--- config.mk ---
export PLATFORM = sky130hd
export DESIGN_NAME = ad_ip_jesd204_link_packer
export DESIGN_NICKNAME = d
export VERILOG_FILES = /design/src/rtl/ad_ip_jesd204_link_pkg.sv /design/src/rtl/ad_ip_jesd204_link_packer_lane.sv /design/src/rtl/ad_ip_jesd204_link_packer.sv
export SDC_FILE = /design/constraint.sdc
export NUM_CORES = 1
export LEC_CHECK = 0
export ABC_CLOCK_PERIOD_IN_PS = 14730
export BUFFER_PORTS_ARGS = -buffer_cell sky130_fd_sc_hd__buf_2
export CORE_MARGIN = 4
export CORE_UTILIZATION = 47
export DETAILED_ROUTE_END_ITERATION = 6
export GPL_TIMING_DRIVEN = 0
export PLACE_DENSITY = 0.75
export SLEW_MARGIN = 20
export SYNTH_ARGS = -nofsm -noshare
export SYNTH_HDL_FRONTEND = slang
export SYNTH_SLANG_ARGS = --single-unit
--- constraint.sdc ---
create_clock -name link_clk -period 14.73 [get_ports link_clk]
set_input_delay 2.946 -clock link_clk [delete_from_list [all_inputs] [get_ports link_clk]]
set_output_delay 2.946 -clock link_clk [all_outputs]
set_load 0.1 [all_outputs]
--- src/rtl/ad_ip_jesd204_link_pkg.sv ---
// Shared definitions for the JESD204 link-layer width packer.
// Holds the packer state encoding and the slot-counter width helper.
package ad_ip_jesd204_link_pkg;

    // Packer states. SEEK is only reachable when start-of-frame alignment is built in.
    localparam logic [0:0] ST_SEEK = 1'b0;
    localparam logic [0:0] ST_FILL = 1'b1;

    // Width of the slot counter for a given beat ratio (never narrower than one bit).
    function automatic int cnt_width(input int ratio);
        return ($clog2(ratio) < 1) ? 1 : $clog2(ratio);
    endfunction

endpackage

--- src/rtl/ad_ip_jesd204_link_packer_lane.sv ---
// One lane of the link packer: slot register array plus the wide output register.
// The output register is loaded with the assembled word including the beat written
// in the same cycle, so the completing beat appears one cycle after it is accepted.
module ad_ip_jesd204_link_packer_lane
    import ad_ip_jesd204_link_pkg::*;
#(
    parameter int IBW   = 32,
    parameter int RATIO = 2,
    parameter int CW    = cnt_width(RATIO)
) (
    input  logic                 clk,
    input  logic                 rst,
    input  logic                 wr_en,
    input  logic [CW-1:0]        wr_slot,
    input  logic [IBW-1:0]       wr_data,
    input  logic                 load_out,
    output logic [IBW*RATIO-1:0] out_data
);

    logic [IBW*RATIO-1:0] slots_q, slots_d;
    logic [IBW*RATIO-1:0] out_q, out_d;

    // Merge the incoming beat into its slot and decide whether the output reloads.
    always_comb begin
        slots_d = slots_q;
        if (wr_en) begin
            slots_d[wr_slot*IBW +: IBW] = wr_data;
        end
        out_d = load_out ? slots_d : out_q;
    end

    // Slot and output storage; reset discards any partial word at once.
    always_ff @(posedge clk or posedge rst) begin
        if (rst) begin
            slots_q <= '0;
            out_q   <= '0;
        end else begin
            slots_q <= slots_d;
            out_q   <= out_d;
        end
    end

    assign out_data = out_q;

endmodule

--- src/rtl/ad_ip_jesd204_link_packer.sv ---
// JESD204 link-layer width packer: gathers RATIO narrow beats into one wide beat
// per lane, oldest octets in the LSBs, with valid/ready on both sides.
// Optional feature macro: LINK_PACKER_SOF_ALIGN_EN (SEEK state, realignment to
// start-of-frame markers and the realign_count port).
module ad_ip_jesd204_link_packer
    import ad_ip_jesd204_link_pkg::*;
#(
    parameter int NUM_LANES           = 4,
    parameter int OCTETS_PER_BEAT_IN  = 4,
    parameter int RATIO               = 2,
    parameter int OCTETS_PER_BEAT_OUT = OCTETS_PER_BEAT_IN * RATIO
) (
    input  logic                                      link_clk,
    input  logic                                      link_reset,
    input  logic                                      in_link_valid,
    output logic                                      in_link_ready,
    input  logic [OCTETS_PER_BEAT_IN-1:0]             in_link_sof,
    input  logic [NUM_LANES*8*OCTETS_PER_BEAT_IN-1:0] in_link_data,
    output logic                                      out_link_valid,
    input  logic                                      out_link_ready,
    output logic [OCTETS_PER_BEAT_OUT-1:0]            out_link_sof,
`ifdef LINK_PACKER_SOF_ALIGN_EN
    output logic [7:0]                                realign_count,
`endif
    output logic [NUM_LANES*8*OCTETS_PER_BEAT_OUT-1:0] out_link_data
);

    localparam int IBW = 8 * OCTETS_PER_BEAT_IN;
    localparam int OBW = 8 * OCTETS_PER_BEAT_OUT;
    localparam int CW  = cnt_width(RATIO);

`ifdef LINK_PACKER_SOF_ALIGN_EN
    localparam logic [0:0] RESET_STATE = ST_SEEK;
`else
    localparam logic [0:0] RESET_STATE = ST_FILL;
`endif

    logic [0:0]                     state_q, state_d;
    logic [CW-1:0]                  cnt_q, cnt_d;
    logic                           out_valid_q, out_valid_d;
    logic [OCTETS_PER_BEAT_OUT-1:0] sof_slots_q, sof_slots_d;
    logic [OCTETS_PER_BEAT_OUT-1:0] out_sof_q, out_sof_d;
`ifdef LINK_PACKER_SOF_ALIGN_EN
    logic [7:0]                     realign_q, realign_d;
`endif

    logic          accept;
    logic          has_sof;
    logic          wr_en;
    logic [CW-1:0] wr_slot;
    logic          complete;

    assign in_link_ready = ~out_valid_q | out_link_ready;
    assign accept        = in_link_valid & in_link_ready;
    assign has_sof       = |in_link_sof;

    // Packing FSM: chooses the slot for each accepted beat and flags word completion.
    always_comb begin
        state_d  = state_q;
        cnt_d    = cnt_q;
        wr_en    = 1'b0;
        wr_slot  = cnt_q;
        complete = 1'b0;
`ifdef LINK_PACKER_SOF_ALIGN_EN
        realign_d = realign_q;
`endif
        case (state_q)
`ifdef LINK_PACKER_SOF_ALIGN_EN
            ST_SEEK: begin
                if (accept && has_sof) begin
                    wr_en   = 1'b1;
                    wr_slot = '0;
                    cnt_d   = CW'(1);
                    state_d = ST_FILL;
                end
            end
`endif
            default: begin
                if (accept) begin
`ifdef LINK_PACKER_SOF_ALIGN_EN
                    if (has_sof && (cnt_q != '0)) begin
                        wr_en     = 1'b1;
                        wr_slot   = '0;
                        cnt_d     = CW'(1);
                        realign_d = (realign_q != 8'hFF) ? realign_q + 8'd1 : realign_q;
                    end else
`endif
                    begin
                        wr_en   = 1'b1;
                        wr_slot = cnt_q;
                        if (cnt_q == CW'(RATIO - 1)) begin
                            cnt_d    = '0;
                            complete = 1'b1;
                        end else begin
                            cnt_d = cnt_q + CW'(1);
                        end
                    end
                end
            end
        endcase
    end

    // Start-of-frame slots follow the same slot placement as the data lanes.
    always_comb begin
        sof_slots_d = sof_slots_q;
        if (wr_en) begin
            sof_slots_d[wr_slot*OCTETS_PER_BEAT_IN +: OCTETS_PER_BEAT_IN] = in_link_sof;
        end
        out_sof_d   = complete ? sof_slots_d : out_sof_q;
        out_valid_d = complete ? 1'b1 : (out_link_ready ? 1'b0 : out_valid_q);
    end

    // Control, sof and output-valid state.
    always_ff @(posedge link_clk or posedge link_reset) begin
        if (link_reset) begin
            state_q     <= RESET_STATE;
            cnt_q       <= '0;
            out_valid_q <= 1'b0;
            sof_slots_q <= '0;
            out_sof_q   <= '0;
        end else begin
            state_q     <= state_d;
            cnt_q       <= cnt_d;
            out_valid_q <= out_valid_d;
            sof_slots_q <= sof_slots_d;
            out_sof_q   <= out_sof_d;
        end
    end

`ifdef LINK_PACKER_SOF_ALIGN_EN
    // Saturating count of discarded partial words.
    always_ff @(posedge link_clk or posedge link_reset) begin
        if (link_reset) begin
            realign_q <= '0;
        end else begin
            realign_q <= realign_d;
        end
    end

    assign realign_count = realign_q;
`endif

    genvar i;
    generate
        for (i = 0; i < NUM_LANES; i++) begin : g_lane
            ad_ip_jesd204_link_packer_lane #(
                .IBW   (IBW),
                .RATIO (RATIO),
                .CW    (CW)
            ) u_lane (
                .clk      (link_clk),
                .rst      (link_reset),
                .wr_en    (wr_en),
                .wr_slot  (wr_slot),
                .wr_data  (in_link_data[IBW*i +: IBW]),
                .load_out (complete),
                .out_data (out_link_data[OBW*i +: OBW])
            );
        end
    endgenerate

    assign out_link_valid = out_valid_q;
    assign out_link_sof   = out_sof_q;

endmodule

* Word level (Yosys, flattened, before mapping)
Cells that the tools add are included.
Storage, ports and cells: bits in registers 530, output and inout port bits 266, word-level logic and storage cells 42
Operators by class: add/subtract/negate cells 3, shift operators 7, muxes and demuxes 16, bitwise logic cells 3, reduce and logical (&&, ||, !) cells 1
Operator list (count):
- $bwmux W64 | 4
- $mux W64 | 4
- $shiftx A32 B34 Y64 | 4
- $shift A32 B34 Y64 const A | 1
- $neg A3 Y34 | 1
- $neg A6 Y34 | 1
- $shift A4 B34 Y8 const A | 1
- $shiftx A4 B34 Y8 | 1
- $bwmux W8 | 1
- $mux W8 | 1
- $mux W1 | 6
- $reduce_bool A2 Y1 | 1
- $add A1 B1 Y1 const B | 1
- $and A1 B1 Y1 | 1
- $not A1 Y1 | 1
- $or A1 B1 Y1 | 1

* Longest topological paths before layout
word-level depth 5, mapped depth 6

* Cells and area by module
Synthesis repeated with hierarchy kept, for this count alone.
Unflattened totals: cells, all modules 2031, area total of the unflattened synthesis 23316.1 µm²
By module, submodules not included:
- ad_ip_jesd204_link_packer_lane | times used 4, cells an instance 499, area an instance 5681.7 µm², seq. area each 3203.1 µm²
- ad_ip_jesd204_link_packer | times used 1, cells an instance 35, area an instance 589.3 µm², seq. area each 350.3 µm²

* Worst setup path after synthesis
Ideal clock, no wire load.
path kind input -> output, start point input port out_link_ready, end point output port in_link_ready, data arrival time 3250 ps, required time 11784 ps, setup slack 8534 ps, stages 1, path through nand2b_4
On the way: longest elaborated chain between the ends 1
Ends and longest elaborated chain:
- start, declared | RTL line ad_ip_jesd204_link_packer.sv:20 | input logic out_link_ready,
- $or A1 B1 Y1 | RTL line ad_ip_jesd204_link_packer.sv:53 | assign in_link_ready = ~out_valid_q | out_link_ready;
- end, declared | RTL line ad_ip_jesd204_link_packer.sv:16 | output logic in_link_ready,
No other way between the ends.

* Final worst setup path
Same ends and word-level chain as after synthesis.

==> load_flow_metrics.sql <==
INSERT INTO impl_metrics (metric_group, metric, value, unit) VALUES
('status', 'outcome', 'completed', ''),
('finish', 'ant_diodes', '0', ''),
('yosys', 'synth_top_family_by_area', 'multiplexers', ''),
('setup_path', 'crit_slowest_cell', 'sky130_fd_sc_hd__buf_2', ''),
('timing', 'setup_viol_count_final', '0', ''),
('yosys', 'synthSimpleGateAreaFrac', '0.2937', '%'),
('timing', 'setup_ws', '8.199', 'ns'),
('timing', 'unrepaired_setup_endpoints_after_global_routing', 'false', ''),
('timing', 'maxClockFrequency', '0.1531', 'GHz'),
('timing', 'slew_violations', '0', ''),
('setup_path', 'worstRegToRegCells', '5', ''),
('setup_path', 'path_cells', 'buf_2 -> nand2b_4 -> buf_2', ''),
('setup_path', 'regToRegStartpoint', 'out_link_valid', ''),
('clock_tree', 'cts_max_level', '2', ''),
('placed_design', 'post_placement_setup_slack', '8.202', 'ns'),
('yosys', 'synth_compound_area_share', '0', '%'),
('route', 'drt_pass1_iterations', '4', ''),
('setup_path', 'criticalPathCategory', 'in2out', ''),
('hold_path', 'whs_path_depth', '1', ''),
('yosys', 'synth_top_area_cell', 'sky130_fd_sc_hd__dfrtp_1', ''),
('route', 'drtIter0Drc', '288', ''),
('hold_path', 'worstHoldPathType', 'reg2reg', ''),
('finish', 'most_frequent_cells_in_the_layout', '412 x sky130_fd_sc_hd__buf_2, 398 x sky130_fd_sc_hd__dfrtp_1, 208 x sky130_fd_sc_hd__mux2_4', ''),
('hold_path', 'timing.hold.worst_endpoint', 'g_lane[1].u_lane.out_data[18]', ''),
('clock_tree', 'clock_latency', '0.51', 'ns'),
('route', 'ant_nets', '0', ''),
('clock_tree', 'clock_path_buffers', '3', ''),
('setup_path', 'crit_path_max_fanout', '5', ''),
('finish', 'commonest_non_fill_non_tap_cell_in_the_layout', 'sky130_fd_sc_hd__buf_2', ''),
('setup_path', 'path_common_cell', 'sky130_fd_sc_hd__buf_2', ''),
('setup_path', 'critical_path.reg2reg.endpoint', 'g_lane[1].u_lane.slots_q[28]', ''),
('job', 'drv_cap', '0', ''),
('grt', 'first_global_vias', '9463', ''),
('floorplanning', 'chipWidth', '191.1', 'um'),
('route', 'via_count', '8790', ''),
('yosys', 'synth.area.mux_share', '33.24', '%'),
('hold_path', 'hold_start', 'g_lane[1].u_lane.slots_q[18]', ''),
('clock_tree', 'ctsRootBufferMaster', 'sky130_fd_sc_hd__clkbuf_16', ''),
('clock_tree', 'path_clk_slew', '0.06', 'ns'),
('yosys', 'synth_seq_area_share', '63.18', '%'),
('finish', 'final_cell_area', '19840', 'um^2'),
('finish', 'finalNetCount', '1435', ''),
('clock_tree', 'tritoncts_clock_tree', 'yes', ''),
('setup_path', 'worstPathRequired', '11.78', 'ns'),
('setup_path', 'max_stage_delay', '0.43', 'ns'),
('floorplanning', 'die_area', '36530', 'um^2'),
('placed_design', 'dpl-instance-area', '18440', 'um^2'),
('clock_tree', 'clkSinkCount', '398', ''),
('placed_design', 'hpwl', '25940', 'um'),
('clock_tree', 'cts.repair_timing.setup_buffer_count', '0', ''),
('yosys', 'post_synthesis_average_cell_area', '18.52', 'um^2'),
('yosys', 'mappedNetlistArea', '15760', 'um^2'),
('clock_tree', 'cts_resized', '0', ''),
('setup_path', 'critPathArrivalTime', '3.59', 'ns'),
('route', 'detail_routed_net_length_per_standard_cell', '20.15', 'um'),
('grt', 'grt_usage', '19.11', '%'),
('clock_tree', 'number_of_cts_inserted_buffers', '41', ''),
('floorplanning', 'rows', '66', ''),
('yosys', 'synth-xor-area-share', '0.05556', '%'),
('finish', 'post_route_cells_drive_above_1_share', '69.35', '%'),
('yosys', 'post_synth_inst_count', '851', ''),
('placed_design', 'port_buffers', '401', ''),
('yosys', 'postSynthNetCount', '987', ''),
('grt', 'grt_start_max_net_pins', '110', ''),
('timing', 'timing.setup.tns', '0', 'ns'),
('finish', 'area_delta_synth_final', '25.88', '%'),
('timing', 'final.min_clock_period', '6.531', 'ns'),
('grt', 'globalRoute.totalOverflow', '0', ''),
('yosys', 'post-synth-top-area-fraction', '63.18', '%'),
('yosys', 'ys_ff_latch', '398', ''),
('floorplanning', 'fp.coreArea', '32780', 'um^2');
==> layout make-up <==
cell class | count | area (um^2)
flip-flops and latches | 398 | 9960
clock inverters | 13 | 146.4
fillers | 2438 | 12940
well taps | 442 | 553.0
multi-input cells | 403 | 5295
inverters | 1 | 11.26
clock buffers | 59 | 1256
plain buffers | 49 | 505.5
repair buffers | 405 | 2117
==> state kept, by name (all words and copies together), names as in the netlist <==
| register | count |
|---|---|
| g_lane.u_lane.out_data | 256 |
| g_lane.u_lane.slots_q | 128 |
| out_link_sof | 8 |
| sof_slots_q | 4 |
| cnt_q | 1 |
| out_link_valid | 1 |
==> synthesized netlist by cell type <==
library cell / instances
sky130_fd_sc_hd__dfrtp_1: 398
sky130_fd_sc_hd__mux2_4: 208
sky130_fd_sc_hd__mux2_2: 188
sky130_fd_sc_hd__buf_6: 16
sky130_fd_sc_hd__buf_8: 14
sky130_fd_sc_hd__buf_2: 11
sky130_fd_sc_hd__buf_4: 8
sky130_fd_sc_hd__nand2_1: 3
sky130_fd_sc_hd__inv_1: 1
sky130_fd_sc_hd__nand2b_4: 1
sky130_fd_sc_hd__nand3b_1: 1
sky130_fd_sc_hd__nor2b_4: 1
sky130_fd_sc_hd__xnor2_1: 1
==> metrics by stage <==
stage	hold slack (ns)	utilization [%]	cells
after global placement	0.4766	55.89	1694
after floorplan	0.4572	-	851
final	0.4967	60.53	1770
after global routing	0.5089	60.53	1770
after detailed placement	0.4844	56.25	1698
after CTS	0.4944	60.53	1770
==> critical path, delay by kind of cell <==
kind          cells  cell delay [ns]
simple gates      1             0.13
buf+inv           2             0.51
==> cell families (layout without fill, tap and decap cells) <==
| logic type | count (synthesis) | count (layout) |
|---|---|---|
| DFF | 398 | 398 |
| muxes | 396 | 396 |
| buffers and inverters | 50 | 527 |
| and+or+nand+nor | 6 | 6 |
| xor gates and xnor gates | 1 | 1 |
==> metal layers <==
| metal | up-vias | share of wire (%) | GRT usage (%) |
|---|---|---|---|
| met5 | - | 0.076 | 0 |
| met4 | 4 | 2.1 | 4.890 |
| met3 | 56 | 7.7 | 5.497 |
| met2 | 312 | 48 | 31.34 |
| met1 | 4525 | 42 | 25.29 |
| li1 | 3893 | - | - |
==> worst max path at each step <==
stage,start,end,slack (ns)
floorplan,link_reset,cnt_q,0.72
finish,out_link_ready,in_link_ready,8.20
global placement,link_reset,g_lane[1].u_lane.out_data[41],-3.21
global route,out_link_ready,in_link_ready,8.17
detailed placement,out_link_ready,in_link_ready,8.20
CTS,out_link_ready,in_link_ready,8.20
Power is left out: the tool's default activity adds up to more than one toggle a clock period on the data nets, which glitch-free logic cannot reach.
